<file path="config.mk">
export PLATFORM = sky130hd
export DESIGN_NAME = spi_shift_register_flat
export DESIGN_NICKNAME = d
export VERILOG_FILES = /design/src/rtl/spi_pkg.sv /design/src/rtl/spi_shift_register_if.sv /design/src/rtl/spi_edge_sel.sv /design/src/rtl/spi_shift_register.sv /design/src/flat_wrapper.sv
export SDC_FILE = /design/constraint.sdc
export NUM_CORES = 1
export LEC_CHECK = 0
export ABC_AREA = 1
export ABC_CLOCK_PERIOD_IN_PS = 1300
export BUFFER_PORTS_ARGS = -buffer_cell sky130_fd_sc_hd__buf_2
export CAP_MARGIN = 30
export CORE_ASPECT_RATIO = 1.4
export CORE_MARGIN = 3
export CORE_UTILIZATION = 50
export CTS_BUF_LIST = sky130_fd_sc_hd__clkbuf_16
export CTS_CLUSTER_DIAMETER = 150
export DETAILED_ROUTE_END_ITERATION = 10
export PLACE_DENSITY = 0.82
export SETUP_SLACK_MARGIN = 0.3
export SYNTH_ARGS = -nofsm -noshare
export SYNTH_HDL_FRONTEND = slang
export SYNTH_HIERARCHICAL = 1
export SYNTH_SLANG_ARGS = --single-unit
</file>
<file path="constraint.sdc">
create_clock -name PCLK -period 1.3 [get_ports PCLK]
set_input_delay 0.13 -clock PCLK [delete_from_list [all_inputs] [get_ports PCLK]]
set_output_delay 0.13 -clock PCLK [all_outputs]
set_load 0.1 [all_outputs]
</file>
<file path="src/rtl/spi_pkg.sv">
// Shared types and constants for the SPI master serial data path:
// FSM state encoding, default word width and counter-width helper.
package spi_pkg;

    localparam int DEFAULT_DATA_W = 8;

    localparam logic [1:0] ST_IDLE  = 2'd0;
    localparam logic [1:0] ST_SHIFT = 2'd1;
    localparam logic [1:0] ST_DONE  = 2'd2;

    typedef enum logic [1:0] {
        IDLE  = ST_IDLE,
        SHIFT = ST_SHIFT,
        DONE  = ST_DONE
    } state_e;

    // One extra bit so the counter can reach DATA_W without wrapping.
    function automatic int cnt_width(input int data_w);
        return $clog2(data_w) + 1;
    endfunction

endpackage

</file>
<file path="src/rtl/spi_shift_register_if.sv">
// Bus between the SPI shift register and its neighbours (register block,
// baud-rate generator, slave-select/status logic).
interface spi_shift_register_if
    import spi_pkg::*;
#(
    parameter int DATA_W = DEFAULT_DATA_W
);

    logic              ss;
    logic              send_data;
    logic              lsbfe;
    logic              cpol;
    logic              cpha;
    logic              flag_low;
    logic              flag_high;
    logic [DATA_W-1:0] data_mosi;
    logic              miso;
    logic              mosi;
    logic [DATA_W-1:0] data_miso;
    logic              rx_done;
    logic              busy;

    modport master (
        output ss, send_data, lsbfe, cpol, cpha, flag_low, flag_high,
               data_mosi, miso,
        input  mosi, data_miso, rx_done, busy
    );

    modport slave (
        input  ss, send_data, lsbfe, cpol, cpha, flag_low, flag_high,
               data_mosi, miso,
        output mosi, data_miso, rx_done, busy
    );

endinterface

</file>
<file path="src/rtl/spi_edge_sel.sv">
// Mode-to-strobe select: picks the baud-generator flag that marks the
// sampling edge for the current SPI mode. Shared with the slave-select logic.
module spi_edge_sel (
    input  logic i_cpol,
    input  logic i_cpha,
    input  logic i_flag_low,
    input  logic i_flag_high,
    output logic o_stb
);

    assign o_stb = (i_cpol ^ i_cpha) ? i_flag_high : i_flag_low;

endmodule

</file>
<file path="src/rtl/spi_shift_register.sv">
// SPI master serial data path: loads a parallel word, shifts it out on MOSI
// and assembles MISO. Optional macro SPI_SHIFT_LOOPBACK_EN samples MOSI
// internally instead of the MISO pin (self-test).
module spi_shift_register
    import spi_pkg::*;
#(
    parameter int DATA_W = DEFAULT_DATA_W
) (
    input  logic                  PCLK,
    input  logic                  PRESETn,
    spi_shift_register_if.slave   bus
);

    localparam int CNT_W = cnt_width(DATA_W);

    state_e            r_state;
    logic [DATA_W-1:0] r_tx;
    logic [DATA_W-1:0] r_rx;
    logic [CNT_W-1:0]  r_cnt;
    logic              r_lsbfe;
    logic              r_mosi;
    logic [DATA_W-1:0] r_data_miso;
    logic              r_rx_done;
    logic              r_busy;

    logic              w_stb_raw;
    logic              w_stb;
    logic              w_miso;

    spi_edge_sel u_edge_sel (
        .i_cpol      (bus.cpol),
        .i_cpha      (bus.cpha),
        .i_flag_low  (bus.flag_low),
        .i_flag_high (bus.flag_high),
        .o_stb       (w_stb_raw)
    );

    assign w_stb = w_stb_raw && (r_state == SHIFT) && !bus.ss;

`ifdef SPI_SHIFT_LOOPBACK_EN
    assign w_miso = r_mosi;
`else
    assign w_miso = bus.miso;
`endif

    // NOTE: all state below uses non-blocking assignments so every register
    // samples pre-edge values; blocking here would chain tx/mosi updates.
    always_ff @(posedge PCLK or negedge PRESETn) begin
        if (!PRESETn) begin
            r_state     <= IDLE;
            r_tx        <= '0;
            r_rx        <= '0;
            r_cnt       <= '0;
            r_lsbfe     <= 1'b0;
            r_mosi      <= 1'b0;
            r_data_miso <= '0;
            r_rx_done   <= 1'b0;
            r_busy      <= 1'b0;
        end else begin
            r_rx_done <= 1'b0;
            unique case (r_state)
                IDLE: begin
                    if (bus.send_data) begin
                        r_state <= SHIFT;
                        r_busy  <= 1'b1;
                        r_tx    <= bus.data_mosi;
                        r_lsbfe <= bus.lsbfe;
                        r_cnt   <= '0;
                        r_rx    <= '0;
                        r_mosi  <= bus.lsbfe ? bus.data_mosi[0] : bus.data_mosi[DATA_W-1];
                    end
                end
                SHIFT: begin
                    // Deselect aborts even when a strobe arrives the same cycle.
                    if (bus.ss) begin
                        r_state <= IDLE;
                        r_busy  <= 1'b0;
                        r_mosi  <= 1'b0;
                    end else if (w_stb) begin
                        r_cnt <= r_cnt + CNT_W'(1);
                        if (r_lsbfe) begin
                            r_rx <= {w_miso, r_rx[DATA_W-1:1]};
                            r_tx <= {1'b0, r_tx[DATA_W-1:1]};
                        end else begin
                            r_rx <= {r_rx[DATA_W-2:0], w_miso};
                            r_tx <= {r_tx[DATA_W-2:0], 1'b0};
                        end
                        if (r_cnt == CNT_W'(DATA_W - 1)) begin
                            r_state <= DONE;
                        end else begin
                            r_mosi <= r_lsbfe ? r_tx[1] : r_tx[DATA_W-2];
                        end
                    end
                end
                DONE: begin
                    r_data_miso <= r_rx;
                    r_rx_done   <= 1'b1;
                    r_busy      <= 1'b0;
                    r_state     <= IDLE;
                end
                default: r_state <= IDLE;
            endcase
        end
    end

    assign bus.mosi      = r_mosi;
    assign bus.data_miso = r_data_miso;
    assign bus.rx_done   = r_rx_done;
    assign bus.busy      = r_busy;

endmodule
</file>
<file path="src/flat_wrapper.sv">
// flat-port wrapper written by rule: the top's interface ports become plain ports
module spi_shift_register_flat import spi_pkg::*;
#(
    parameter int DATA_W = DEFAULT_DATA_W
)
  (PCLK, PRESETn, bus_ss, bus_send_data, bus_lsbfe, bus_cpol, bus_cpha, bus_flag_low, bus_flag_high, bus_data_mosi, bus_miso, bus_mosi, bus_data_miso, bus_rx_done, bus_busy);
  spi_shift_register_if #(.DATA_W(DATA_W)) bus_i ();
  input  logic PCLK;
  input  logic PRESETn;
  input wire logic [$bits(bus_i.ss)-1:0] bus_ss;
  input wire logic [$bits(bus_i.send_data)-1:0] bus_send_data;
  input wire logic [$bits(bus_i.lsbfe)-1:0] bus_lsbfe;
  input wire logic [$bits(bus_i.cpol)-1:0] bus_cpol;
  input wire logic [$bits(bus_i.cpha)-1:0] bus_cpha;
  input wire logic [$bits(bus_i.flag_low)-1:0] bus_flag_low;
  input wire logic [$bits(bus_i.flag_high)-1:0] bus_flag_high;
  input wire logic [$bits(bus_i.data_mosi)-1:0] bus_data_mosi;
  input wire logic [$bits(bus_i.miso)-1:0] bus_miso;
  output wire logic [$bits(bus_i.mosi)-1:0] bus_mosi;
  output wire logic [$bits(bus_i.data_miso)-1:0] bus_data_miso;
  output wire logic [$bits(bus_i.rx_done)-1:0] bus_rx_done;
  output wire logic [$bits(bus_i.busy)-1:0] bus_busy;
  assign bus_i.ss = bus_ss;
  assign bus_i.send_data = bus_send_data;
  assign bus_i.lsbfe = bus_lsbfe;
  assign bus_i.cpol = bus_cpol;
  assign bus_i.cpha = bus_cpha;
  assign bus_i.flag_low = bus_flag_low;
  assign bus_i.flag_high = bus_flag_high;
  assign bus_i.data_mosi = bus_data_mosi;
  assign bus_i.miso = bus_miso;
  assign bus_mosi = bus_i.mosi;
  assign bus_data_miso = bus_i.data_miso;
  assign bus_rx_done = bus_i.rx_done;
  assign bus_busy = bus_i.busy;
  spi_shift_register #(.DATA_W(DATA_W)) u_core (.PCLK(PCLK), .PRESETn(PRESETn), .bus(bus_i));
endmodule
</file>
==> summary.md <==
| Metric | Value |
|---|---|
| Post-Route Skew | 0.00536 ns |
| Sum of met3 wire segment lengths after detailed routing | 266 um |
| Number of buffers created by CTS | 5 |
| Net count after synthesis | 249 |
| GR Util All Layers | 0.240 |
| Post-synthesis cell area | 1760 um2 |
| Number of standard cells after synthesis | 226 |
| Actual transition at the worst max-transition pin | 0.443 ns |
| Final number of hold-violating endpoints | 0 |
| Crit path required time | 1.45 ns |
| Worst setup path category | flop to flop |
| Pre-antenna DRT Iters | 4 |
| Antenna-violating nets left | 0 |
| Number of violations of the max-capacitance limit | 0 |
| Cell with the largest stage delay on the worst path | dfrtp_1 |
| Initial core utilization | 0.542 |
| Max layer used | met4 |
| Number of distinct library cells after synthesis | 22 |
| Core outline area | 3240 um2 |
| Endpoint arrival time on the critical path | 1.70 ns |
| Worst path setup slack after routing | -0.246 ns |
| Min cycle time layout | 1.55 ns |
| Number of global-route vias before repair | 1793 |
| Total met2 wirelength after detailed routing | 3270 um |
| Clk_lat worst skew | 0.27 ns |
| Remaining global-route overflow | 0 |
| Global-route wire length before repair | 8090 um |
| Initial antenna violation count | 0 |
| Critical Path Most Common Cell | nor2_4 |
| Final instance area | 2900 um2 |
| Nets | 308 |
| Final cycle utilization of the critical path | 1.19 |
| Routed WL per cell | 18.3 um |
| Family of cells with the greatest summed delay on the critical path | simple AND/OR/NAND/NOR gates |
| Iter 0 DRT Violations | 88 |
| Setup Viol. Count Final | 32 |
| Seq/Total Area, Yosys | 0.484 |
| H-tree levels | 2 |
| Routability congestion estimate from global placement | 0.829 |
| Number of clock sinks | 34 |
| Place WS | -0.157 ns |
| # fillers | 149 |
| Antenna cell count | 0 |
| Unrepaired setup endpoints after global routing | yes |
| Maximum count of clock buffers along a single path | 2 |
| Clock transition at the register clock pins on the worst setup and hold paths after CTS | 0.05 ns |
| P&R area growth vs syn | 64.7% |
| Worst relative slew slack | 0.702 |
| CTS tree | done |
| Number of max-slew violations in the final report | 0 |
| Critical path launch point type | flop |
| List of cells traversed by the critical path | inv_2 -> ha_4 -> inv_4 -> nor2_4 -> nor2_4 -> nand2_4 -> buf_8 -> nand2_1 -> o21ai_1 |
| Height of the die | 76.2 um |
| Sum of buffers and inverters on the critical path | 3 |
| Average via count per standard cell | 5.71 |
| Standard-cell row count | 24 |
| Chip Width | 56.1 um |
| Largest net degree at the start of global routing | 35 |
| Number of synthesized register bits | 34 |
| DRC violation count after routing | 0 |
| Estimated wirelength of the detail-placed design | 2670 um |
| Root Buffer Master | clkbuf_16 |
| Hold Crit Class | input pin to flop |
| Kind of end point of the critical path | flop |
| Total wire length | 5950 um |
| Io pins | 29 |
| Post-route met1 wirelength | 2160 um |
| R2R setup slack | -0.25 ns |
| Post-Route Setup TNS | -4.70 ns |
| Status | finished, violations left |
| CP max stage delay | 0.40 ns |
| Die Footprint | 4270 um2 |
| Proportion of layout cells with a drive suffix above 1 | 0.535 |
| Post-Place Cell Area | 2070 um2 |
| Highest Clock Rate | 647 MHz |
| Number of synthesis warnings | 6 |
| Worst Path Max Fanout | 7 |
| IO Port Bufs | 28 |
| Avg Inst Size Synth | 7.78 um2 |
| Violated checks | negative setup slack |
| DR vias | 1856 |
-- layer usage --
| metal | track usage | vias to the layer above |
|---|---|---|
| li1 | - | 843 |
| met1 | 0.269 | 903 |
| met2 | 0.430 | 84 |
| met3 | 0.0542 | 26 |
| met4 | 0.0950 | 0 |
| met5 | 0 | - |
-- tightest hold or removal path, delay by kind of cell --
kind	cells	cell delay, ns
AND/OR/NAND/NOR	3	0.14
buffers and inverters	1	0.08
AO/OA/AOI/OAI	1	0.06
-- layout by cell type, fill, tap and decap left out, types with 2 or more instances in the layout --
cell,n
buf_6,11
buf_8,2
nand2_2,25
a21oi_2,3
nor2_4,11
inv_4,2
nor2_2,2
o21ai_0,23
nand2_4,6
dfrtp_2,11
nand2_1,42
o21ai_1,3
dfrtp_1,23
clkbuf_16,5
buf_4,16
nand3_4,6
inv_2,2
o21ai_2,12
nand3_1,4
ha_4,3
buf_2,18
a21oi_1,4
nor2_1,7
inv_1,20
mux2_4,2
buf_12,11
-- registers in the layout (all words and copies together) (netlist names) --
signal / cells
u_core/bus.data_miso: 8
u_core/r_rx: 8
u_core/r_tx: 8
u_core/r_cnt: 4
u_core/r_state: 2
u_core/bus.busy: 1
u_core/bus.mosi: 1
u_core/bus.rx_done: 1
u_core/r_lsbfe: 1
-- through the flow --
step	utilization	hold slack, ns	cells
after floorplan	-	-0.166	226
after global placement	0.637	0.186	302
after detailed placement	0.637	0.188	302
after CTS	0.785	0.138	321
after global routing	0.893	0.162	325
final	0.893	0.167	325
-- final timing paths --
path                                    from  cells after the start                      end
max                        u_core/r_state[0]                      9           u_core/r_rx[5]
min                         bus_data_mosi[4]                      5           u_core/r_tx[4]
max reg2reg                u_core/r_state[0]                      9           u_core/r_rx[5]
min reg2reg                   u_core/r_tx[0]                      2           u_core/r_tx[0]
max in group asynchronous            PRESETn                      3          u_core/bus.busy
min in group asynchronous            PRESETn                      3  u_core/bus.data_miso[2]
-- kinds of logic after synthesis --
logic type	after synthesis	synth area share
adders and majority gates	5	0.0356
AOI/OAI and AO/OA	47	0.138
buffers and inverters	32	0.0840
xor gates and xnor gates	1	0.00498
muxes	2	0.0128
DFF	34	0.484
and+or+nand+nor	105	0.241
-- synth_stat cells --
| library cell | n | area (um2) |
|---|---|---|
| dfrtp_1 | 34 | 851 |
| buf_2 | 4 | 20.0 |
| nand4_1 | 1 | 6.26 |
| nand2_2 | 1 | 6.26 |
| o21ai_1 | 11 | 55.1 |
| nand2_1 | 72 | 270 |
| buf_6 | 3 | 33.8 |
| nand3_2 | 1 | 10.0 |
| o21bai_1 | 1 | 7.51 |
| nand3_1 | 10 | 50.1 |
| a31oi_1 | 1 | 6.26 |
| nor2_2 | 2 | 12.5 |
| inv_1 | 22 | 82.6 |
| mux2_2 | 2 | 22.5 |
| a21oi_1 | 7 | 35.0 |
| ha_1 | 5 | 62.6 |
| xnor2_1 | 1 | 8.76 |
| o21ai_0 | 26 | 130 |
| o21ai_2 | 1 | 8.76 |
| inv_2 | 2 | 7.51 |
| nor2_1 | 18 | 67.6 |
| clkbuf_1 | 1 | 3.75 |
-- layout make-up --
type,count,area (um2),area share
well taps,39,48.8,0.0169
repair buffers,60,622,0.215
multi-input cells,160,1120,0.388
clock buffers,5,125,0.0432
flip-flops and latches,34,865,0.299
inverters,24,100,0.0346
clock inverters,3,12.5,0.00432
-- repair_timing --
item / 4_1_cts / 5_1_grt
setup buffers: 8 / 3
resized for setup: 71 / 82
gates cloned: 2 / 1
pin swaps: 7 / 19
hold endpoints to repair: 34 / 0
hold buffers: 1 / 0
setup endpoints to repair: 45 / 44
Power is left out: the tool's default activity adds up to more than one toggle a clock period on the data nets, which glitch-free logic cannot reach.
